==> src/rtl/multdiv_unit.sv <==
// multdiv_unit: iterative 32-bit signed multiply (shift-add) / divide (restoring), 32 steps per op.
module multdiv_unit (
  input  logic        clock,
  input  logic        reset,
  input  logic        ctrl_MULT,
  input  logic        ctrl_DIV,
  input  logic [31:0] data_operandA,
  input  logic [31:0] data_operandB,
  output logic [31:0] data_result,
  output logic        data_exception,
  output logic        data_resultRDY,
  output logic        busy
);
  typedef enum logic [1:0] {IDLE, MUL, DIV, DONE} state_t;
  state_t      r_state, w_state_nxt;
  logic [4:0]  r_count;
  logic [63:0] r_a, r_acc;
  logic [31:0] r_b, r_rem, r_quo, r_result;
  logic        r_neg, r_bzero, r_exc, r_rdy;
  logic        w_start, w_step, w_mul, w_last, w_ge;
  logic [31:0] w_abs_a, w_abs_b, w_rem_nxt, w_quo_nxt, w_quo_s, w_res;
  logic [32:0] w_rem_sh;
  logic [63:0] w_acc_nxt, w_prod;
  logic        w_exc;
  assign w_start   = ctrl_MULT | ctrl_DIV;
  assign w_mul     = r_state == MUL;
  assign w_step    = w_mul | (r_state == DIV);
  assign w_last    = w_step && r_count == 5'd31;
  assign w_abs_a   = data_operandA[31] ? -data_operandA : data_operandA;
  assign w_abs_b   = data_operandB[31] ? -data_operandB : data_operandB;
  assign w_acc_nxt = r_acc + (r_b[0] ? r_a : 64'd0);
  assign w_prod    = r_neg ? -w_acc_nxt : w_acc_nxt;
  assign w_rem_sh  = {r_rem, r_a[31]};
  assign w_ge      = w_rem_sh >= {1'b0, r_b};
  assign w_rem_nxt = w_ge ? 32'(w_rem_sh - {1'b0, r_b}) : w_rem_sh[31:0];
  assign w_quo_nxt = {r_quo[30:0], w_ge};
  assign w_quo_s   = r_neg ? -w_quo_nxt : w_quo_nxt;
  // a positive quotient with bit 31 set can only come from -2^31 / -1
  assign w_res = w_mul ? w_prod[31:0] : r_bzero ? 32'd0 : w_quo_s;
  assign w_exc = w_mul ? ~(&w_prod[63:31] | ~|w_prod[63:31]) : r_bzero | (~r_neg & w_quo_nxt[31]);
  always_comb begin
    w_state_nxt = IDLE;
    w_state_nxt = ctrl_MULT ? MUL : ctrl_DIV ? DIV : w_last ? DONE : w_step ? r_state : IDLE;
  end
  always_ff @(posedge clock or posedge reset) begin
    if (reset) r_state <= IDLE;
    else       r_state <= w_state_nxt;
  end
  always_ff @(posedge clock or posedge reset) begin
    if (reset) begin
      r_count  <= '0;
      r_a      <= '0;
      r_b      <= '0;
      r_acc    <= '0;
      r_rem    <= '0;
      r_quo    <= '0;
      r_neg    <= 1'b0;
      r_bzero  <= 1'b0;
      r_result <= '0;
      r_exc    <= 1'b0;
      r_rdy    <= 1'b0;
    end else begin
      r_rdy <= w_last;
      if (w_last) begin
        r_result <= w_res;
        r_exc    <= w_exc;
      end
      if (w_start) begin
        r_count <= '0;
        r_neg   <= data_operandA[31] ^ data_operandB[31];
        r_bzero <= data_operandB == 32'd0;
        r_a     <= {32'd0, w_abs_a};
        r_b     <= w_abs_b;
        r_acc   <= '0;
        r_rem   <= '0;
        r_quo   <= '0;
      end else if (w_step) begin
        r_count <= r_count + 5'd1;
        r_a     <= r_a << 1;
        r_b     <= w_mul ? r_b >> 1 : r_b;
        r_acc   <= w_mul ? w_acc_nxt : r_acc;
        r_rem   <= w_mul ? r_rem : w_rem_nxt;
        r_quo   <= w_mul ? r_quo : w_quo_nxt;
      end
    end
  end
  assign data_result    = r_result;
  assign data_exception = r_exc;
  assign data_resultRDY = r_rdy;
  assign busy           = w_step;
endmodule

==> config.mk <==
export PLATFORM = sky130hd
export DESIGN_NAME = multdiv_unit
export DESIGN_NICKNAME = d
export VERILOG_FILES = /design/src/rtl/multdiv_unit.sv
export SDC_FILE = /design/constraint.sdc
export NUM_CORES = 1
export LEC_CHECK = 0
export BUFFER_PORTS_ARGS = -buffer_cell sky130_fd_sc_hd__buf_4
export CAP_MARGIN = 20
export CORE_UTILIZATION = 55
export DETAILED_ROUTE_END_ITERATION = 12
export HOLD_SLACK_MARGIN = 0.03
export PLACE_DENSITY = 0.73
export SLEW_MARGIN = 20
export SYNTH_ARGS = -nofsm -noshare
export SYNTH_HDL_FRONTEND = slang
export SYNTH_SLANG_ARGS = --single-unit
==> constraint.sdc <==
create_clock -name clock -period 24.7 [get_ports clock]
set_input_delay 4.94 -clock clock [delete_from_list [all_inputs] [get_ports clock]]
set_output_delay 4.94 -clock clock [all_outputs]
set_load 0.05 [all_outputs]
==> After elaboration in Yosys (flattened, before gate mapping) <==
Cells that the tools add are included.
{ "classes": {"add_sub_neg": 7, "magnitude_cmp": 1, "n_eq_ne": 5, "n_mux": 29, "n_bitwise": 8, "reduce_logical": 9} }
{ "ops": {"columns": ["op", "count"], "rows": [
  ["$mux W64", 7],
  ["$mux W32", 12],
  ["$neg A32 Y32", 3],
  ["$mux W31", 3],
  ["$add A64 B64 Y64", 1],
  ["$neg A64 Y64", 1],
  ["$ge A33 B32 Y1", 1],
  ["$reduce_and A33 Y1", 1],
  ["$reduce_or A33 Y1", 1],
  ["$logic_not A32 Y1", 1],
  ["$sub A32 B32 Y32", 1],
  ["$mux W5", 2],
  ["$mux W2", 4],
  ["$add A5 B1 Y5 const B", 1],
  ["$eq A5 B5 Y1 const B", 1],
  ["$ne A4 B3 Y1 const B", 1],
  ["$or A1 B1 Y1", 4],
  ["$reduce_and A2 Y1", 2],
  ["$reduce_bool A2 Y1", 2],
  ["$eq A2 B1 Y1 const B", 1],
  ["$eq A2 B2 Y1 const B", 1],
  ["$ne A2 B2 Y1 const B", 1],
  ["$not A1 Y1", 2],
  ["$and A1 B1 Y1", 1],
  ["4 further kinds", 4]
]} }
{ "word_totals": {"ff_bits": 266, "input_bits": 68, "out_inout_bits": 35, "elab_cells": 71} }

==> Depth between registers and ports, before layout <==
Gate-level depths: netlist (run 1).
{ "logic_depth": {"depth_word": 9, "mapped_depth": 26, "mapped_depth_nobuf": 24} }

==> Worst setup path after synthesis (run 1) <==
OpenSTA, ideal clock, no wires.
{ "synth_path": {"path_type": "in2reg", "startpoint": "input data_operandA[9]", "endpoint": "register r_a[30]", "setup_ps": 77, "t_arrival_ps": 8057, "t_required_ps": 24623, "path_slack_ps": 16565, "path_stages": 12, "path_cell_list": "or4_1 or4_1 or2_1 nor2_1 nand3_1 or4_1 or4_1 nand2b_1 o41ai_1 xnor2_1 nor2_1 a21oi_1"} }
{ "synth_between": {"elab_chain_cells": 3} }
{ "synth_rtl": {"columns": ["element", "line", "source"], "rows": [
  ["start, declared", "7", "input logic [31:0] data_operandA,"],
  ["$neg A32 Y32", "29", "assign w_abs_a = data_operandA[31] ? -data_operandA : data_operandA;"],
  ["$mux W32", "29", null],
  ["$mux W64", "68", "if (w_start) begin"],
  ["end signal, assigned", "72", "r_a <= {32'd0, w_abs_a};"],
  ["end signal, assigned", "79", "r_a <= r_a << 1;"],
  ["end, declared", "17", "logic [63:0] r_a, r_acc;"]
]} }
No other way between the ends.
A chain may end at the register's enable or synchronous reset.

==> Worst setup path after layout (run 1) <==
Same ends and word-level chain as after synthesis.

==> flow_results.org, run 1 <==
** Detailed routing
- Count of antenna-violating nets left after detailed routing :: 0
- Router iterations before antenna repair :: 6
- 1st-iter DRT viols :: 1382
- Wires add up to 60880 um.
- Overall via count from detail_route :: 19820
- In the routed layout, each cell is associated on average with a via count of 6.279.
- Residual DRC count :: 0
- Average routed wire per standard cell :: 19.29 um

** Min path
- For hold timing, the worst endpoint is data_result[13].
- Hold path depth :: 1
- The worst hold path belongs to the class flip-flop to flip-flop.
- The startpoint identified for the worst hold timing path is data_result[13].

** Die
- Total die area :: 40280 um^2
- Overall die width :: 200.7 um
- Die height :: 200.7 um
- The initial utilization of the core area, before any placement, comes to 55.93%.
- The total area inside the core boundary comes to 38830 um^2.
- The initialized floorplan defines 72 standard-cell rows.
- In this run the count of I/O pins placed on the die edge is 103.

** Logic synthesis
- Post-synthesis sequential element count :: 266
- Count of cell types in the netlist :: 95
- Summing the areas of all xor and xnor instances in the mapped netlist gives 8.424% of the synthesized area.
- Netlist Area Pre-Place :: 21720 um^2
- Simple-gate share of the synthesized area :: 20.62%
- By area, the combinational part of the netlist is dominated by compound AO/OA/AOI/OAI gates.
- Synthesized-area fraction occupied by adder cells :: 6.177%
- Count of warnings emitted by yosys :: 0
- Count of flip-flops with a built-in enable after synthesis :: 0
- Post-synthesis mux area share :: 7.479%
- The share of the Yosys chip area taken by registers is 30.65%.
- Area fraction in compound gates after synthesis :: 22.57%
- Synthesis handed over a netlist of 2608 instances.
- Main synth FF type :: sky130_fd_sc_hd__dfrtp_1
- Proportion of register bits with asynchronous set or reset after synthesis :: 100.0%
- Post-Syn Nets :: 2782
- In this run the mean area of a mapped cell was 8.327 um^2.

** Final layout
- Multi-input combinational cell area :: 14220 um^2
- Leaving out fill and tap cells, the most frequent cells in the layout are sky130_fd_sc_hd__nor2_1, sky130_fd_sc_hd__dfrtp_1, sky130_fd_sc_hd__a21oi_1.
- The filler cells instantiated in the layout total 3451.
- The finished layout holds 3156 standard cells, fillers aside.
- The final layout contains 2791 nets.
- Area occupied by registers :: 6658 um^2
- Diodes inserted :: 0
- Fraction of layout cells with a size suffix above 1 :: 8.984%
- Commonest non-fill, non-tap cell in the layout :: sky130_fd_sc_hd__nor2_1
- Relative to the synthesized area, the layout overhead comes to 9.524%.

** STA
- The worst path meets setup with 16.71 ns of slack.
- Final setup skew :: 0.02551 ns
- Maximum clock rate :: 125.2 MHz
- Setup violations remaining at the end of the flow were counted as 0.
- Slew at the pin closest to its max-slew limit :: 1.079 ns
- The worst path in the final design needs a cycle of 7.986 ns, including I/O delays and setup.
- Worst rel slew slack :: 28.10%
- Unrepaired setup endpoints after global routing :: false
- Fraction of the cycle the final worst path needs :: 32.33%
- The number of max-slew violations in the final report is 0.
- Hold violation total from the final report :: 0
- Setup TNS after final layout :: 0 ns
- Worst Hold Slack :: 0.5025 ns

** Setup path
- In this run the critical register-to-register path is launched from r_b[0].
- Cell depth of the worst flop-to-flop path :: 19
- The setup path with the least slack is of type input port to flip-flop.
- Data on the critical path arrives at its endpoint at 8.49 ns.
- Reg2Reg Setup Slack :: 17.85 ns
- In this run the critical register-to-register path is captured at data_exception.
- In this run the worst path has a maximum fanout of 4.
- The worst setup path is launched from an input port.
- STA classifies the critical path endpoint as a flip-flop.
- Worst Path Required :: 25.20 ns

** GRT
- Pin count of the biggest net entering global routing :: 165
- Antenna violations before repair :: 0
- The first global-routing pass estimated 99760 um of wire.
- Global routing used 29.91% of the available tracks.
- The via count of the first global-routing pass is 19270.
- For this run the aggregate overflow at the end of global routing stands at 0.

** Power
- Summing internal, switching and leakage power gives 1.212 mW.
- Cell leakage power :: 10.86 nW
- For this design the ratio of total power to cell area is 50.95 nW/um^2.
- IR analysis of the VDD net gives a maximum drop of 0.00006189 V.

** Clocking
- CTS built an H-tree with a depth of 1.
- In this run, CTS created clock tree buffers numbering 30.
- Clock tree from TritonCTS :: done
- Clock latency on the worst-skew pair :: 0.59 ns
- The clock net in this run drives a total of 266 sinks.
- After clock tree synthesis, the clock-pin slew on the worst setup and hold paths is 0.06 ns.
- Clock root buffer master :: sky130_fd_sc_hd__clkbuf_16
- Max Root-Sink Buffers :: 3
- Number of hold buffers added after CTS :: 0
- Post-cts repair resize count :: 0
- Setup bufs post-CTS :: 0

** Job
- Max-cap violations in this run came to 0.

** Placement
- # port buffers :: 102
- Routability-driven placement finished with a final weighted congestion of 0.9372.
- DP HPWL :: 44850 um
- Counting tap cells, the placed design contains a total of 3103 instances.
- Before CTS, the worst setup slack after placement is 16.13 ns.

** Run status
- The run finished with clean final reports.
## worst max-delay path, stage by stage
cell                       delay (ns)
sky130_fd_sc_hd__buf_4           0.11
sky130_fd_sc_hd__or4_1           0.58
sky130_fd_sc_hd__or4_1           0.44
sky130_fd_sc_hd__or2_1           0.24
sky130_fd_sc_hd__nor2_1          0.13
sky130_fd_sc_hd__nand3_1         0.14
sky130_fd_sc_hd__or4_1           0.50
sky130_fd_sc_hd__or4_1           0.54
sky130_fd_sc_hd__nand2b_1        0.18
sky130_fd_sc_hd__o41ai_1         0.33
sky130_fd_sc_hd__xnor2_1         0.17
sky130_fd_sc_hd__nor2_1          0.06
sky130_fd_sc_hd__a21oi_1         0.13
## metal layers
| layer | routed length [um] | GRT usage (%) | up-vias | share of wire, % |
|---|---|---|---|---|
| met3 | 2692 | 2.792 | 145 | 4.4 |
| met4 | 2276 | 10.85 | 0 | 3.7 |
| li1 | - | - | 9485 | - |
| met5 | 0 | 0 | - | 0 |
| met1 | 26520 | 38.81 | 9567 | 44 |
| met2 | 29390 | 51.84 | 618 | 48 |
## flip-flops by register name, indices dropped and copies added (netlist names)
| signal | count |
|---|---|
| r_bzero | 1 |
| data_resultRDY | 1 |
| r_rem | 32 |
| data_exception | 1 |
| data_result | 32 |
| r_acc | 64 |
| r_a | 64 |
| r_b | 32 |
| r_count | 5 |
| r_quo | 31 |
| r_neg | 1 |
| r_state | 2 |
## worst max path at each step
| stage | slack, ns | to | startpoint |
|---|---|---|---|
| 3_3_place_gp | 16.17 | r_a[30] | data_operandA[9] |
| 5_1_grt | 16.49 | r_a[30] | data_operandA[9] |
| 6_report | 16.71 | r_a[30] | data_operandA[9] |
| 3_5_place_dp | 16.13 | r_a[30] | data_operandA[9] |
| 2_1_floorplan | 12.43 | data_exception | reset |
| 4_1_cts | 16.73 | r_a[30] | data_operandA[9] |
## synth_stat cells, types with 53 or more instances
cell type | number | share of area (%)
sky130_fd_sc_hd__and2_1 | 76 | 2.2
sky130_fd_sc_hd__o31ai_1 | 53 | 1.8
sky130_fd_sc_hd__clkbuf_1 | 118 | 2.0
sky130_fd_sc_hd__ha_1 | 104 | 6.0
sky130_fd_sc_hd__o21ai_0 | 147 | 3.4
sky130_fd_sc_hd__nor2_1 | 320 | 5.5
sky130_fd_sc_hd__a21oi_1 | 198 | 4.6
sky130_fd_sc_hd__dfrtp_1 | 266 | 31
sky130_fd_sc_hd__inv_1 | 83 | 1.4
sky130_fd_sc_hd__nand3_1 | 53 | 1.2
sky130_fd_sc_hd__xnor2_1 | 164 | 6.6
sky130_fd_sc_hd__nand2_1 | 183 | 3.2
sky130_fd_sc_hd__mux2i_1 | 160 | 7.4
## area by class of cell
type                       instances  share of cell area, %
sequential                       266                  27.99
timing repair buffer             123                  3.935
clock buffer                      34                  3.351
multi-input combinational       2111                  59.80
tap                              518                  2.725
clock inverter                    19                 0.8259
inverter                          85                  1.373
## logic make-up after synthesis
family | count (synthesis)
AND/OR/NAND/NOR | 905
AO/OA/AOI/OAI | 730
flip-flops | 266
buffers and inverters | 231
XOR/XNOR | 208
multiplexers | 162
adder cells (fa/ha/maj) | 106
## power breakdown
| part | leakage, nW | internal [mW] | switching [mW] |
|---|---|---|---|
| clock | 0.486 | 0.263 | 0.191 |
| sequential | 3.54 | 0.453 | 0.0172 |
| combinational | 6.83 | 0.108 | 0.180 |
| total | 10.9 | 0.824 | 0.388 |
## stage by stage
stage,area [um^2],utilization (%)
3_3_place_gp,22790,58.70
3_5_place_dp,22790,58.70
6_report,23780,61.26
2_1_floorplan,21720,-
4_1_cts,23780,61.26
5_1_grt,23780,61.26
No activity file was read; power rests on OpenSTA's default activity.
==> run 2, diff against run 1 <==
Settings changed: PLACE_DENSITY 0.73 to 0.75.
Clock period 24.7 ns to 6.6 ns, I/O delays scaled along.
==> run 2 against run 1 <==
  * Via count fell by 0.40%
  * Clock-buffer cell count grew 4
  * Setup slack lost 16 ns
  * Clock skew shrank 0.0075 ns
  * Critical path depth is 6 higher
  * Flip-flop and latch count unchanged
  * Non-clock buffer count is 22 higher
  * First-iteration DRC count increased by 17%
  * Register-to-register slack worse by 17 ns
  * Final area increased by 1.4%
  * Routed wire length grew 1.8%
  * Critical path type is now flip-flop to flip-flop
  * Critical endpoint is now data_exception
==> flow_results.org, run 2 (same netlist as run 1, synthesis figures left out) <==
** Run status
- Run status :: finished, final reports clean (unchanged)

** Placement
- The cell area after placement is 22950 um^2 (was 22790 um^2).
- DP HPWL :: 45830 um (was 44850 um)
- # port buffers :: 102 (unchanged)
- Global placer's final weighted congestion :: 0.9443 (was 0.9372)

** Clocking
- The TritonCTS buffer count was 31 (was 30).
- The post-cts repair resize count came to 0 (unchanged).
- Setup bufs post-CTS :: 0 (unchanged)
- Clock root buffer master :: sky130_fd_sc_hd__clkbuf_16 (unchanged)
- The maximum root-to-sink buffer count is 3 (unchanged).
- The hold-fix buffer count after cts is 0 (unchanged).
- The TritonCTS clock tree was done (unchanged).
- The number of levels in the clock H-tree is 1 (unchanged).
- The clock-pin transition on the worst setup and hold timing paths was 0.06 ns (about the same).
- Clock sink count :: 266 (unchanged)
- The clock latency at the later pin of the worst-skew pair was 0.62 ns (was 0.59 ns).

** STA
- The headroom to the max-slew limit came to 30.30% (was 28.10%).
- The final setup violation count was 0 (unchanged).
- The aggregate negative setup slack is 0 ns (unchanged).
- After layout, the worst path uses 93.96% of the clock period.
- Unrepaired setup endpoints after global routing :: false (unchanged)
- Final setup skew :: 0.01796 ns (was 0.02551 ns)
- For this run, the top clock speed supported by timing is 161.3 MHz.
- The number of max-slew violations in the final report came to 0 (unchanged).
- The number of failing hold endpoints at the final stage is 0 (unchanged).
- Final Critical Period :: 6.201 ns
- Slew at the pin closest to its max-slew limit :: 1.036 ns (was 1.079 ns)

** Final layout
- The multi-input combinational cell area is 14230 um^2 (was 14220 um^2).
- The number of inserted diodes came to 0 (unchanged).
- The share of post-route cells with drive strength above 1 was 9.906% (was 8.984%).
- Area occupied by registers :: 6658 um^2 (unchanged)
- Filler cell count :: 3350 (was 3451)
- Post-Route Utilization :: 62.12% (was 61.26%)
- The number of nets at the end of the flow was 2814 (was 2791).
- Highest-count cells in the layout ignoring fill and taps :: sky130_fd_sc_hd__nor2_1, sky130_fd_sc_hd__dfrtp_1, sky130_fd_sc_hd__a21oi_1 (unchanged)
- Commonest non-fill, non-tap cell in the layout :: sky130_fd_sc_hd__nor2_1 (unchanged)
- Cell area after layout :: 24120 um^2 (was 23780 um^2)
- The area growth from synthesis to layout came to 11.07% (was 9.524%).
- Biggest regs :: r_a (64), r_acc (64) (unchanged)

** Detailed routing
- 1st-iter DRT viols :: 1619 (was 1382)
- Overall via count from detail_route :: 19740 (was 19820)
- The remaining routing DRC violations came to 0 (unchanged).
- Via-per-instance ratio :: 6.200 (was 6.279)
- The number of nets with antenna violations after detailed routing is 0 (unchanged).
- The wire length per cell after detailed routing was 19.48 um (was 19.29 um).
- The first-pass iteration count of the detailed router came to 6 (unchanged).
- Total Wirelength :: 62000 um (was 60880 um)

** Setup path
- Startpoint type of the worst setup path :: flip-flop (was input port)
- Largest stage delay on the critical path :: 0.56 ns (was 0.58 ns)
- The worst reg2reg path startpoint is r_b[0] (unchanged).
- The count of buffering cells on the critical path with inverters included was 1 (unchanged).
- The highest fanout seen on the critical path is 33 (was 4).
- The family with the most delay on the worst path was simple AND/OR/NAND/NOR gates (unchanged).
- Setup crit start :: r_b[0] (was data_operandA[9])
- The master of the slowest instance on the critical path is sky130_fd_sc_hd__or4b_1 (was sky130_fd_sc_hd__or4_1).
- The sort of element at the end of the critical path is a flip-flop (unchanged).
- Cell chain of the critical path :: buf_4 > and2_1 > ha_1 > nand2_1 > or3_1 > or4_1 > a21oi_1 > nor2_1 > xnor2_1 > or3b_4 > nor4_4 > or4b_1 > xnor2_1 > or4_1 > a2111oi_0 > nand4_1 > nor4_1 > a21o_1 > a31oi_1 (was buf_4 > or4_1 > or4_1 > or2_1 > nor2_1 > nand3_1 > or4_1 > or4_1 > nand2b_1 > o41ai_1 > xnor2_1 > nor2_1 > a21oi_1)
- The data arrival at the endpoint of the critical path is 6.67 ns (was 8.49 ns).
- The endpoint required time on the critical path was 7.07 ns (was 25.20 ns).
- The path type of the worst setup path is flip-flop to flip-flop (was input port to flip-flop).

** Power
- Peak supply drop :: 0.0002120 V (was 0.00006189 V)
- The cell area power density was 199.5 nW/um^2 (was 50.95 nW/um^2).
- Cell leakage power :: 11.05 nW (was 10.86 nW)

** Die
- The boundary pin count is 103 (unchanged).
- Effective utilization at floorplan :: 55.93% (unchanged)
- Num rows :: 72 (unchanged)
- The width of the die was 200.7 um (unchanged).
- Placeable Area :: 38830 um^2 (unchanged)
- The height of the die came to 200.7 um (unchanged).
- Total die area :: 40280 um^2 (unchanged)

** GRT
- The largest net degree at the start of global routing was 157 (was 165).
- Global-route wire length before repair :: 101600 um (was 99760 um)
- Final global-route overflow total :: 0 (unchanged)
- The global-route total usage across every layer is 30.72% (was 29.91%).
- Antenna violations before repair :: 1 (was 0)
- Vias in the first global route :: 19100 (was 19270)

** Min path
- The type of the most critical hold path is flip-flop to flip-flop (unchanged).
- Hold path start :: data_result[15] (was data_result[13])

** Job
- Max Cap Violations :: 0 (unchanged)
## run 2: cell types whose count changed in the layout (fill, tap and decap cells not counted), moves of 2 or more
cell,previous run,this run
sky130_fd_sc_hd__inv_6,0,2
sky130_fd_sc_hd__clkbuf_8,1,4
sky130_fd_sc_hd__clkinv_4,5,2
sky130_fd_sc_hd__bufinv_16,3,7
sky130_fd_sc_hd__clkinv_2,8,5
sky130_fd_sc_hd__buf_4,122,144
## run 2: final timing paths
| kind | endpoint | slack (ns) | cells past startpoint |
|---|---|---|---|
| min | data_result[15] | 0.50 | 1 |
| min reg2reg | data_result[15] | 0.50 | 1 |
| max reg2reg | data_exception | 0.40 | 19 |
| max | data_exception | 0.40 | 19 |
| max in group asynchronous | data_result[13] | 4.79 | 3 |
| min in group asynchronous | r_a[14] | 0.67 | 2 |
## run 2: layout make-up
class / instances / area share [%]
Inverter: 85 / 1.338
Timing Repair Buffer: 145 / 4.565
Sequential cell: 266 / 27.60
Clock inverter: 20 / 1.333
Multi-Input combinational cell: 2111 / 58.98
Tap cell: 518 / 2.687
Clock buffer: 38 / 3.491
## run 2: layer usage
| layer | up-vias | global-route usage [%] | share of wire, % |
|---|---|---|---|
| li1 | 9551 | - | - |
| met3 | 125 | 3.344 | 5.0 |
| met4 | 0 | 12.27 | 3.8 |
| met1 | 9485 | 40.30 | 44 |
| met2 | 574 | 51.82 | 47 |
| met5 | - | 0 | 0 |
## run 2: report_power, final
group | internal (mW) | switching [mW] | leakage, nW | total [mW]
sequential | 1.69 | 0.0650 | 3.54 | 1.76
clock | 1.19 | 0.764 | 0.567 | 1.95
combinational | 0.416 | 0.683 | 6.94 | 1.10
## run 2: per-stage QoR
stage	instances	power (mW)	worst slack, ns	hold WS [ns]
3_3_place_gp	3125	2.851	0.6201	0.4811
4_1_cts	3183	4.831	0.4746	0.5032
5_1_grt	3183	5.016	0.1265	0.5277
6_report	3183	4.812	0.3987	0.5005
3_5_place_dp	3125	2.870	0.4932	0.4885
2_1_floorplan	2608	2.552	0.7937	0.4746
==> run 3, diff against run 2 <==
Settings changed: PLACE_DENSITY 0.75 to 0.73.
Clock period 6.6 ns to 8 ns, I/O delays scaled along.
==> run 3 against run 2 <==
  * Global-route usage decreased by 0.20 points
  * Clock-buffer cell count increased by 3
  * Final cell count decreased by 0.88%
  * Largest power group is now registers
  * Total power decreased by 22%
  * First-iteration DRC count decreased by 13%
  * Flip-flop and latch count unchanged
  * Sequential power decreased by 18%
  * Non-clock buffer count decreased by 23
  * Via count about the same
  * Setup slack improved by 0.47 ns
  * Maximum frequency decreased by 13%
==> flow_results.org, run 3 (same netlist as run 1, synthesis figures left out) <==
** Run status
- Run status: finished, final reports clean (unchanged).

** STA
- The fmax came to 140.2 MHz (was 161.3 MHz).
- The aggregate negative setup slack was 0 ns (unchanged).
- Hold violation total from the final report :: 0 (unchanged)
- Worst rel slew slack :: 25.27% (was 30.30%)
- The minimum clock period after layout is 7.134 ns (was 6.201 ns).
- The number of max-slew violations in the final report came to 0 (unchanged).
- Final setup skew :: 0.01345 ns (was 0.01796 ns)
- Slew at the pin closest to its max-slew limit :: 1.121 ns (was 1.036 ns)
- The fraction of the cycle the final worst path needs was 89.17% (was 93.96%).
- Unrepaired setup endpoints after global routing :: false (unchanged)
- The final setup violation count is 0 (unchanged).

** Power
- Internal power :: 2.556 mW (was 3.300 mW)
- The fraction of power consumed by the clock network was 37.7% (was 40.6%).
- The relative contribution of combinational cells to total power came to 23.9% (was 22.8%).
- Switching Fraction :: 32.17% (was 31.43%)
- The leakage dissipation came to 10.86 nW (was 11.05 nW).
- Share of total power in sequential cells :: 38.4% (was 36.6%)
- Peak supply drop :: 0.0001987 V (was 0.0002120 V)
- Net load switching power :: 1.212 mW (was 1.512 mW)
- Power per standard cell area :: 158.3 nW/um^2 (was 199.5 nW/um^2)

** Job
- The number of maximum-capacitance constraint violations came to 0 (unchanged).

** Clocking
- The number of levels in the clock H-tree is 1 (unchanged).
- The maximum root-to-sink buffer count was 3 (unchanged).
- The TritonCTS buffer count is 31 (unchanged).
- Clock tree from TritonCTS :: done (unchanged)
- The cell at the root of the clock tree was sky130_fd_sc_hd__clkbuf_16 (unchanged).
- The clock latency at the later pin of the worst-skew pair came to 0.59 ns (was 0.62 ns).
- The number of clock sinks seen by CTS is 266 (unchanged).
- The post-cts repair resize count is 0 (unchanged).
- Clock-pin slew reported for the worst setup and hold paths after clock tree synthesis :: 0.06 ns (about the same)
- Number of hold buffers added after CTS :: 0 (unchanged)
- Setup bufs post-CTS :: 0 (unchanged)

** Die
- Total die area :: 40280 um^2 (unchanged)
- Die height :: 200.7 um (unchanged)
- Num rows :: 72 (unchanged)
- Number of top-level pins :: 103 (unchanged)
- The starting density of the core is 55.93% (unchanged).
- The width of the die is 200.7 um (unchanged).
- Placeable Area :: 38830 um^2 (unchanged)

** Setup path
- The family with the most delay on the worst path is compound AO/OA/AOI/OAI gates (was simple AND/OR/NAND/NOR gates).
- Class of the most critical setup path :: flip-flop to flip-flop (unchanged)
- Worst setup EP type :: flip-flop (unchanged)
- Beginning of the worst register-to-register path :: r_b[0] (unchanged)
- Cell chain of the critical path :: and2_1 > ha_1 > inv_1 > fa_1 > nand2b_1 > a21o_1 > a21oi_1 > o211ai_1 > a21oi_1 > xor2_1 > a2111oi_0 > nand2b_1 > or4b_1 > xnor2_1 > or4_1 > a2111oi_0 > nand4_1 > nor4_1 > a21o_1 > a31oi_1 (was buf_4 > and2_1 > ha_1 > nand2_1 > or3_1 > or4_1 > a21oi_1 > nor2_1 > xnor2_1 > or3b_4 > nor4_4 > or4b_1 > xnor2_1 > or4_1 > a2111oi_0 > nand4_1 > nor4_1 > a21o_1 > a31oi_1)
- The data arrival at the endpoint of the critical path is 7.59 ns (was 6.67 ns).
- The maximum single-stage delay on the critical path was 0.90 ns (was 0.56 ns).
- The start point of the critical path is r_b[0] (unchanged).
- Library cell contributing the largest single delay on the critical path :: sky130_fd_sc_hd__a2111oi_0 (was sky130_fd_sc_hd__or4b_1)
- The endpoint required time on the critical path is 8.46 ns (was 7.07 ns).
- Startpoint type of the worst setup path :: flip-flop (unchanged)
- Bufs and invs on worst path :: 1 (unchanged)
- Largest fanout on the critical path :: 18 (was 33)

** Detailed routing
- Residual DRC count :: 0 (unchanged)
- 1st-iter DRT viols :: 1416 (was 1619)
- Count of antenna-violating nets left after detailed routing :: 0 (unchanged)
- Average routed wire per standard cell :: 19.62 um (was 19.48 um)
- Total Wirelength :: 61900 um (was 62000 um)
- Overall via count from detail_route :: 19730 (was 19740)
- Router iterations before antenna repair :: 5 (was 6)
- Via-per-instance ratio :: 6.252 (was 6.200)

** Final layout
- The area growth from synthesis to layout was 9.564% (was 11.07%).
- Layout Nets :: 2791 (was 2814)
- Highest-count cells in the layout ignoring fill and taps: sky130_fd_sc_hd__nor2_1, sky130_fd_sc_hd__dfrtp_1, sky130_fd_sc_hd__a21oi_1 (unchanged).
- The number of filler cells placed in the layout is 3438 (was 3350).
- The number of inserted diodes is 0 (unchanged).
- Biggest regs: r_a (64), r_acc (64) (unchanged).
- Fraction of layout cells with a size suffix above 1 :: 8.912% (was 9.906%)
- The most common cell after layout, fill and taps aside is sky130_fd_sc_hd__nor2_1 (unchanged).
- Cell area after layout :: 23790 um^2 (was 24120 um^2)

** Min path
- The startpoint of the tightest hold check path is data_result[13] (was data_result[15]).
- Worst hold-check path type :: flip-flop to flip-flop (unchanged)

** Placement
- Global placer's final weighted congestion :: 0.9243 (was 0.9443)
- The cell area after placement was 22790 um^2 (was 22950 um^2).
- The quantity of I/O buffers inserted on ports is 102 (unchanged).
- The total half-perimeter wirelength after legalization and detailed placement was 45220 um (was 45830 um).

** GRT
- All-layer global routing usage :: 30.51% (was 30.72%)
- The largest net degree at the start of global routing is 159 (was 157).
- The total grt overflow was 0 (unchanged).
- Vias in the first global route :: 19160 (was 19100)
- Antenna violations before repair :: 2 (was 1)
- The first-pass GRT wire length was 101300 um (was 101600 um).
## run 3: worst paths after layout
kind | depth (start not counted) | slack, ns | end
setup / recovery | 20 | 0.87 | data_exception
hold / removal | 1 | 0.50 | data_result[13]
setup reg to reg | 20 | 0.87 | data_exception
hold reg to reg | 1 | 0.50 | data_result[13]
max in group asynchronous | 4 | 5.48 | r_acc[53]
min in group asynchronous | 3 | 1.19 | r_a[12]
## run 3: power by group through the flow
stage,logic [mW],registers (mW),clock network (mW)
after floorplan,0.655,1.45,0
after global placement,0.878,1.47,0
after detailed placement,0.893,1.47,0
after CTS,0.898,1.45,1.44
after global routing,0.982,1.46,1.49
final,0.900,1.45,1.42
## run 3: metrics by stage
stage	instances	util, %	hold WS, ns	setup WS, ns	total power [mW]
finish	3155	61.28	0.5048	0.8664	3.767
global route	3155	61.28	0.5272	0.5364	3.922
CTS	3155	61.26	0.5108	1.057	3.782
detailed placement	3102	58.70	0.4979	1.098	2.365
global placement	3102	58.70	0.4923	1.358	2.348
floorplan	2608	-	0.4746	2.194	2.105
## run 3: area by class of cell
cell class / count / area, um^2 / area share, %
clock buffer: 41 / 873.3 / 3.671
clock inverter: 12 / 121.4 / 0.5101
inverter: 85 / 322.8 / 1.357
multi-input combinational: 2111 / 14220 / 59.79
sequential: 266 / 6658 / 27.98
tap: 518 / 648.1 / 2.724
timing repair buffer: 122 / 944.7 / 3.970
## run 3: worst reg2reg max path: cells and delay by family (launching register included)
kind	cells	cell delay, ns
AOI/OAI and AO/OA	8	2.87
and+or+nand+nor	7	2.18
DFF	1	0.88
adders and majority gates	2	0.64
xor gates and xnor gates	2	0.36
buffers and inverters	1	0.07
## run 3: metal layers
| layer | track usage, % | routed length (um) |
|---|---|---|
| met5 | 0 | 22 |
| met2 | 53.09 | 30200 |
| met3 | 3.003 | 2810 |
| met1 | 39.23 | 26450 |
| met4 | 11.29 | 2417 |
